$ cat src/rtl/i2c_bus_arbiter.sv
// Round-robin arbiter sharing one I2C register-read master among N_REQ requesters.
// Optional watchdog on the master's done pulse: define I2C_ARB_TIMEOUT_EN.
module i2c_bus_arbiter #(
  parameter int unsigned N_REQ          = 2,
  parameter int unsigned TIMEOUT_CYCLES = 1000000
) (
  input  logic                 clk,
  input  logic                 rst,
  input  logic [N_REQ-1:0]     req_start,
  input  logic [7*N_REQ-1:0]   req_dev_addr,
  input  logic [8*N_REQ-1:0]   req_reg_addr,
  output logic [N_REQ-1:0]     req_busy,
  output logic [N_REQ-1:0]     rsp_done,
  output logic [15:0]          rsp_data,
  output logic                 rsp_err,
  output logic                 m_start,
  output logic [6:0]           m_dev_addr,
  output logic [7:0]           m_reg_addr,
  input  logic [15:0]          m_data_in,
  input  logic                 m_done,
  input  logic                 m_busy
);

  localparam int unsigned GW = (N_REQ > 1) ? $clog2(N_REQ) : 1;
  localparam logic [N_REQ-1:0] OneHot0 = N_REQ'(1);

  typedef enum logic [1:0] {StIdle, StIssue, StWaitDone, StRelease} state_e;

  state_e           r_state, w_state_d;
  logic [N_REQ-1:0] r_pending, w_pending_d, w_accept, w_busy_d, w_clr;
  logic [GW-1:0]    r_grant, r_last_grant, w_grant_d, w_pick, w_idx;
  logic             w_found, w_grant_now, w_timeout;
  logic [6:0]       r_dev [N_REQ];
  logic [7:0]       r_reg [N_REQ];

  // Search starts one past the last grant so every requester gets a turn.
  always_comb begin
    w_pick  = r_last_grant;
    w_found = 1'b0;
    w_idx   = '0;
    for (int unsigned k = 1; k <= N_REQ; k++) begin
      w_idx = GW'((32'(r_last_grant) + k) % N_REQ);
      if (!w_found && r_pending[w_idx]) begin
        w_pick  = w_idx;
        w_found = 1'b1;
      end
    end
  end

  assign w_grant_now = (r_state == StIdle) && (|r_pending) && !m_busy;
  assign w_grant_d   = w_grant_now ? w_pick : r_grant;
  assign w_clr       = w_grant_now ? (OneHot0 << w_pick) : '0;
  assign w_pending_d = (r_pending | w_accept) & ~w_clr;

  for (genvar gi = 0; gi < N_REQ; gi++) begin : g_req
    assign w_accept[gi] = req_start[gi] && !r_pending[gi] &&
                          !((r_state != StIdle) && (r_grant == GW'(gi)));
    assign w_busy_d[gi] = w_pending_d[gi] ||
                          ((w_state_d != StIdle) && (w_grant_d == GW'(gi)));
  end

  always_ff @(posedge clk or posedge rst) begin
    if (rst) r_state <= StIdle;
    else     r_state <= w_state_d;
  end

  always_comb begin
    w_state_d = r_state;
    unique case (r_state)
      StIdle:     if (w_grant_now) w_state_d = StIssue;
      StIssue:    w_state_d = StWaitDone;
      StWaitDone: begin
        if (m_done)         w_state_d = StRelease;
        else if (w_timeout) w_state_d = StIdle;
      end
      StRelease:  if (!m_busy) w_state_d = StIdle;
      default:    w_state_d = StIdle;
    endcase
  end

  always_comb begin
    m_start = 1'b0;
    if (r_state == StIssue) m_start = 1'b1;
  end

  always_ff @(posedge clk or posedge rst) begin
    if (rst) begin
      r_pending    <= '0;
      r_grant      <= '0;
      r_last_grant <= GW'(N_REQ - 1);
      req_busy     <= '0;
      rsp_done     <= '0;
      rsp_data     <= '0;
      m_dev_addr   <= '0;
      m_reg_addr   <= '0;
    end else begin
      r_pending <= w_pending_d;
      req_busy  <= w_busy_d;
      rsp_done  <= '0;
      if (w_grant_now) begin
        r_grant      <= w_pick;
        r_last_grant <= w_pick;
        m_dev_addr   <= r_dev[w_pick];
        m_reg_addr   <= r_reg[w_pick];
      end
      if ((r_state == StWaitDone) && m_done) begin
        rsp_done <= OneHot0 << r_grant;
        rsp_data <= m_data_in;
      end else if (w_timeout) begin
        rsp_done <= OneHot0 << r_grant;
        rsp_data <= 16'hFFFF;
      end
    end
  end

  always_ff @(posedge clk or posedge rst) begin
    if (rst) begin
      for (int i = 0; i < N_REQ; i++) begin
        r_dev[i] <= '0;
        r_reg[i] <= '0;
      end
    end else begin
      for (int i = 0; i < N_REQ; i++) begin
        if (w_accept[i]) begin
          r_dev[i] <= req_dev_addr[7*i +: 7];
          r_reg[i] <= req_reg_addr[8*i +: 8];
        end
      end
    end
  end

`ifdef I2C_ARB_TIMEOUT_EN
  logic [31:0] r_cnt;
  logic        r_rsp_err;

  always_ff @(posedge clk or posedge rst) begin
    if (rst)                          r_cnt <= '0;
    else if (r_state == StIssue)      r_cnt <= '0;
    else if (r_state == StWaitDone)   r_cnt <= r_cnt + 32'd1;
  end

  // Fires on the cycle the count would reach the limit; m_done takes priority.
  assign w_timeout = (r_state == StWaitDone) && !m_done &&
                     (r_cnt == 32'(TIMEOUT_CYCLES - 1));

  always_ff @(posedge clk or posedge rst) begin
    if (rst) r_rsp_err <= 1'b0;
    else     r_rsp_err <= w_timeout;
  end

  assign rsp_err = r_rsp_err;
`else
  // Watchdog compiled out; WAIT_DONE waits for m_done indefinitely.
  assign w_timeout = 1'b0 & (TIMEOUT_CYCLES != 0);
  assign rsp_err   = 1'b0;
`endif

endmodule

$ cat config.mk
export PLATFORM = sky130hd
export DESIGN_NAME = i2c_bus_arbiter
export DESIGN_NICKNAME = d
export VERILOG_FILES = /design/src/rtl/i2c_bus_arbiter.sv
export SDC_FILE = /design/constraint.sdc
export NUM_CORES = 1
export LEC_CHECK = 0
export CORE_MARGIN = 2
export CORE_UTILIZATION = 49
export DETAILED_ROUTE_END_ITERATION = 16
export PLACE_DENSITY = 0.9
export SLEW_MARGIN = 0
export SYNTH_ARGS = -nofsm -noshare
export SYNTH_HDL_FRONTEND = slang
export SYNTH_SLANG_ARGS = --single-unit
$ cat constraint.sdc
create_clock -name clk -period 5.4 [get_ports clk]
set_input_delay 0.81 -clock clk [delete_from_list [all_inputs] [get_ports clk]]
set_output_delay 0.81 -clock clk [all_outputs]
set_load 0.005 [all_outputs]
---- Word level (Yosys, flattened, before mapping) ----
Index checks and enable logic that the tools add are counted.
Widths: inputs -> output; s select.
cells by class
  shifts and indexed selects .............. 2
  order comparisons ....................... 3
  add/sub/neg operators ................... 2
  reduce and logical (&&, ||, !) cells .... 24
  mux-type cells .......................... 21
  equal/unequal tests ..................... 3
  bitwise gates (word level) .............. 6
operators by type and width
  cell                 count
  $mux 8               3
  $mux 7               3
  $logic_and 1x1->1    12
  $mux 2               5
  $mux 1               9
  $pmux 2 s4           1
  $logic_not 1->1      6
  $eq 2x2->1 const B   2
  $lt 1x2->1 const B   2
  $reduce_bool 2->1    2
  $shl 1x1->2 const A  2
  $add 1x1->1 const B  2
  $and 2x2->2          1
  $eq 2x1->1 const B   1
  $ge 2x2->1 const B   1
  $logic_not 2->1      1
  $logic_or 1x1->1     2
  $not 1->1            2
  $not 1->2            1
  $not 2->2            1
  $or 2x2->2           1
  $reduce_or 2->1      1
storage, ports and cells
  logic and storage cells ................. 74
  output and inout port bits .............. 37
  register bits ........................... 71

---- Depth between registers and ports, before layout ----
  depth in word-level cells ............... 12
  depth in mapped cells ................... 6
  gate-level depth less buffers ........... 4

---- Worst setup path before layout ----
Ideal clock, no wire load.
  path type ............................... input -> register
  start ................................... input m_busy
  end ..................................... register m_reg_addr[2]
  data arrival time ....................... 1.889 ns
  required time ........................... 5.273 ns
  slack ................................... 3.384 ns
  setup time .............................. 0.127 ns
  stages .................................. 6
  cell sequence ........................... o21bai_1 > or3_1 > buf_6 > buf_8 > a222oi_1 > inv_1
on the way
  longest elaborated chain between the ends .. 2
RTL lines
  element               RTL line  RTL
  from (decl)           21        input logic m_busy
  $logic_not 1->1       n/a
  $logic_and 1x1->1     50        assign w_grant_now = (r_state == StIdle) && (|r_pending) && !m_busy;
  to (signal assigned)  104       m_reg_addr <= r_reg[w_pick];
  to (decl)             18        output logic [7:0] m_reg_addr,
No other way between the ends.
A chain may end at the register's enable or synchronous reset.

---- Worst setup path after layout ----
  start ................................... input m_busy
  end ..................................... register m_reg_addr[6]
Same word-level chain as after synthesis.

==> impl_results.md <==
* Outcome: completed
* Setup TNS at 0 ps
* WP data required at 5620 ps
* Total chip power at 2.014 mW
* I/O pin count at 89
* Combinational share of power at 33.8%
* Final setup fails at 0
* Post-synth EDFFs at 0
* Clock slew at reported path FFs at 70 ps
* CP Max Fanout at 18
* Skew final at 4.641 ps
* ANT nets after route at 0
* Seq/Total Area, Yosys at 64.27%
* # placed instances at 341
* RSZ-0062 raised after global routing: no
* DR pass1 iterations at 9
* Switching Fraction at 27.44%
* Final slew viol count at 0
* Internal power at 1.461 mW
* N_diodes at 0
* Final WS setup at 3037 ps
* Initial drt markers at 167
* Routability cong. at 0.7512
* Leak at 1.736 nW
* DRC at 0
* Insertion delay to the later sink of the worst-skew pair at 340 ps
* Total gr overflow at 0
* Critical Path AT at 2580 ps
* Dpl hpwl at 3.982 mm
* Num CTS Buffers at 9
* Layout cells sized above 1 at 22.46%
* Final Hold Fails at 0
* Synth warn at 0
* DP Worst Slack at 2678 ps
* Gr usage total at 19.61%
* Post-synth net total at 245
* Core area at 0.005473 mm2
* Worst Reg-to-Reg Cells at 4
* Critical path capture point type: register
* Mapped Cells at 193
* Final hold slack at 465.6 ps
* Async SR Flop Fraction at 100.0%
* Initial antenna violation count at 0
* Top cells by area, synth: dfrtp_1 63%, mux2_2 19%, a222oi_1 5.4%, inv_1 2.6%, buf_2 1.3%
* CTS resizes at 0
* Synth top area share at 63.32%
* PD cells at 524.3 mW/mm2
* Routed vias/inst at 5.255
* Vias in the first global route at 1891
* Setup Buffers After CTS at 0
* Syn-to-layout area delta at 38.85%
* Hold Path Cell Cnt at 1
* DIE AREA at 0.006263 mm2
* Routed WL per cell at 16.12 um
* Starting Density at 50.55%
* Detailed-route wire length at 5.754 mm
* Hold Buf Count CTS at 0
* Worst setup SP type: primary input
* Net switching power at 0.5526 mW
* Fin crit share at 43.75%
* H-tree levels at 3
* CP startpoint: m_busy
* R2R setup slack at 3410 ps
* Max Cap Viol at 0
* Row cnt at 27
* Measured slew at the worst slew-check pin at 887.6 ps
* Final Non-Filler Cells at 357
* Fin area at 0.003841 mm2
* Worst r2r src: r_state[1]$_DFF_PP0_
* Max Root-Sink Buffers at 2
* Fmax at 0.4233 GHz
* Largest area contributor in the netlist: dfrtp_1
* CTS tree: built
* Syn avg cell area at 14.33 um2
* # clock sinks at 71
* HP Start: r_grant$_DFF_PP0_
* Die W at 79.14 um
* Die height at 79.14 um
* Relative slew slack at 40.65%
* First-pass GRT wire length at 9.170 mm
* Main synth FF type: dfrtp_1
* Root buf cell: clkbuf_8
* Crit path kind: primary input to register
* Seq pwr share at 46.2%
* Area after DPL at 0.003651 mm2
* Hold WC Path Type: register to register
* Clk pwr share at 20.1%
* Largest net degree at the start of global routing at 72
* Final min period at 2363 ps
* Distinct cells, synth at 24
* #FFs+latches synth at 71
* R2r endpoint: r_reg[15]$_DFFE_PP0P_
* Routed vias at 1876
* Worst IR Drop VDD at 0.0002727 V
* Mapped cell area at 0.002766 mm2
* Endpoint, Worst Hold: rsp_done[0]$_DFF_PP0_
* Final Core Density at 70.19%
* # nets final at 332
* PortBufs at 87
==> power by group through the flow <==
| stage | sequential, mW | combinational, mW | clock (mW) |
|---|---|---|---|
| 5_1_grt | 0.957 | 0.740 | 0.444 |
| 3_3_place_gp | 0.920 | 0.659 | 0 |
| 2_1_floorplan | 0.909 | 0.354 | 0 |
| 4_1_cts | 0.928 | 0.691 | 0.416 |
| 6_report | 0.930 | 0.680 | 0.404 |
| 3_5_place_dp | 0.937 | 0.687 | 0 |
==> cells in the mapped netlist (all sizes together) (2+ instances only) <==
cell type   n
and3        2
a21oi       4
nand2b      2
a222oi     15
mux2       46
inv        19
buf        11
o21bai      2
nor2b       2
nand3       2
o21ai       2
dfrtp      70
nor2        4
nand3b      3
nand2       3
==> cells by family after synthesis <==
logic type,count (synthesis),share of synthesized area (%)
buffers and inverters,31,5.608
muxes,46,18.72
AOI/OAI and AO/OA,24,7.372
and+or+nand+nor,20,3.889
DFF,71,64.27
other,1,0.1356
==> worst max-delay path, cell delays in order <==
cell and delay (ps):
clkdlybuf4s50_1 460, o21bai_1 190, or3_1 590, a222oi_1 450, inv_1 70
==> placed cells by master (no fill, tap or decap) <==
| cell | instances |
|---|---|
| a21oi_1 | 4 |
| a222oi_1 | 15 |
| a31o_2 | 1 |
| and3_1 | 2 |
| buf_4 | 1 |
| bufinv_16 | 1 |
| clkbuf_1 | 2 |
| clkbuf_8 | 10 |
| clkdlybuf4s50_1 | 87 |
| clkinv_2 | 3 |
| conb_1 | 1 |
| dfrtp_1 | 70 |
| dfstp_2 | 1 |
| inv_1 | 18 |
| inv_2 | 1 |
| mux2_2 | 46 |
| nand2_1 | 3 |
| nand2b_1 | 2 |
| nand3_1 | 2 |
| nand3b_1 | 3 |
| nor2_1 | 4 |
| nor2b_1 | 2 |
| nor3_1 | 1 |
| o21ai_0 | 2 |
| o21bai_1 | 2 |
| or3_1 | 1 |
==> how the worst max path moves through the flow <==
stage,end,slack [ps],cells after the start
6_report,m_reg_addr[6]$_DFFE_PP0P_,3040,5
5_1_grt,m_reg_addr[6]$_DFFE_PP0P_,2910,5
4_1_cts,m_reg_addr[6]$_DFFE_PP0P_,3050,5
3_5_place_dp,m_reg_addr[6]$_DFFE_PP0P_,2680,5
3_3_place_gp,m_reg_addr[3]$_DFFE_PP0P_,2770,5
2_1_floorplan,m_dev_addr[0]$_DFFE_PP0P_,2800,1
==> final cells by class <==
cell class / count / area, um2
clock inverter: 4 / 45.04
multi-input combinational: 91 / 833.3
tap: 72 / 90.09
fill: 387 / 1632
clock buffer: 12 / 145.1
sequential: 71 / 1778
timing repair buffer: 88 / 878.3
inverter: 19 / 71.32
==> layer usage <==
layer | GRT usage (%) | routed length [um]
met5 | 0 | 0
met4 | 10.00 | 129
met3 | 3.750 | 313
met2 | 33.05 | 2947
met1 | 24.06 | 2363
(Power assumes the default switching activity.)
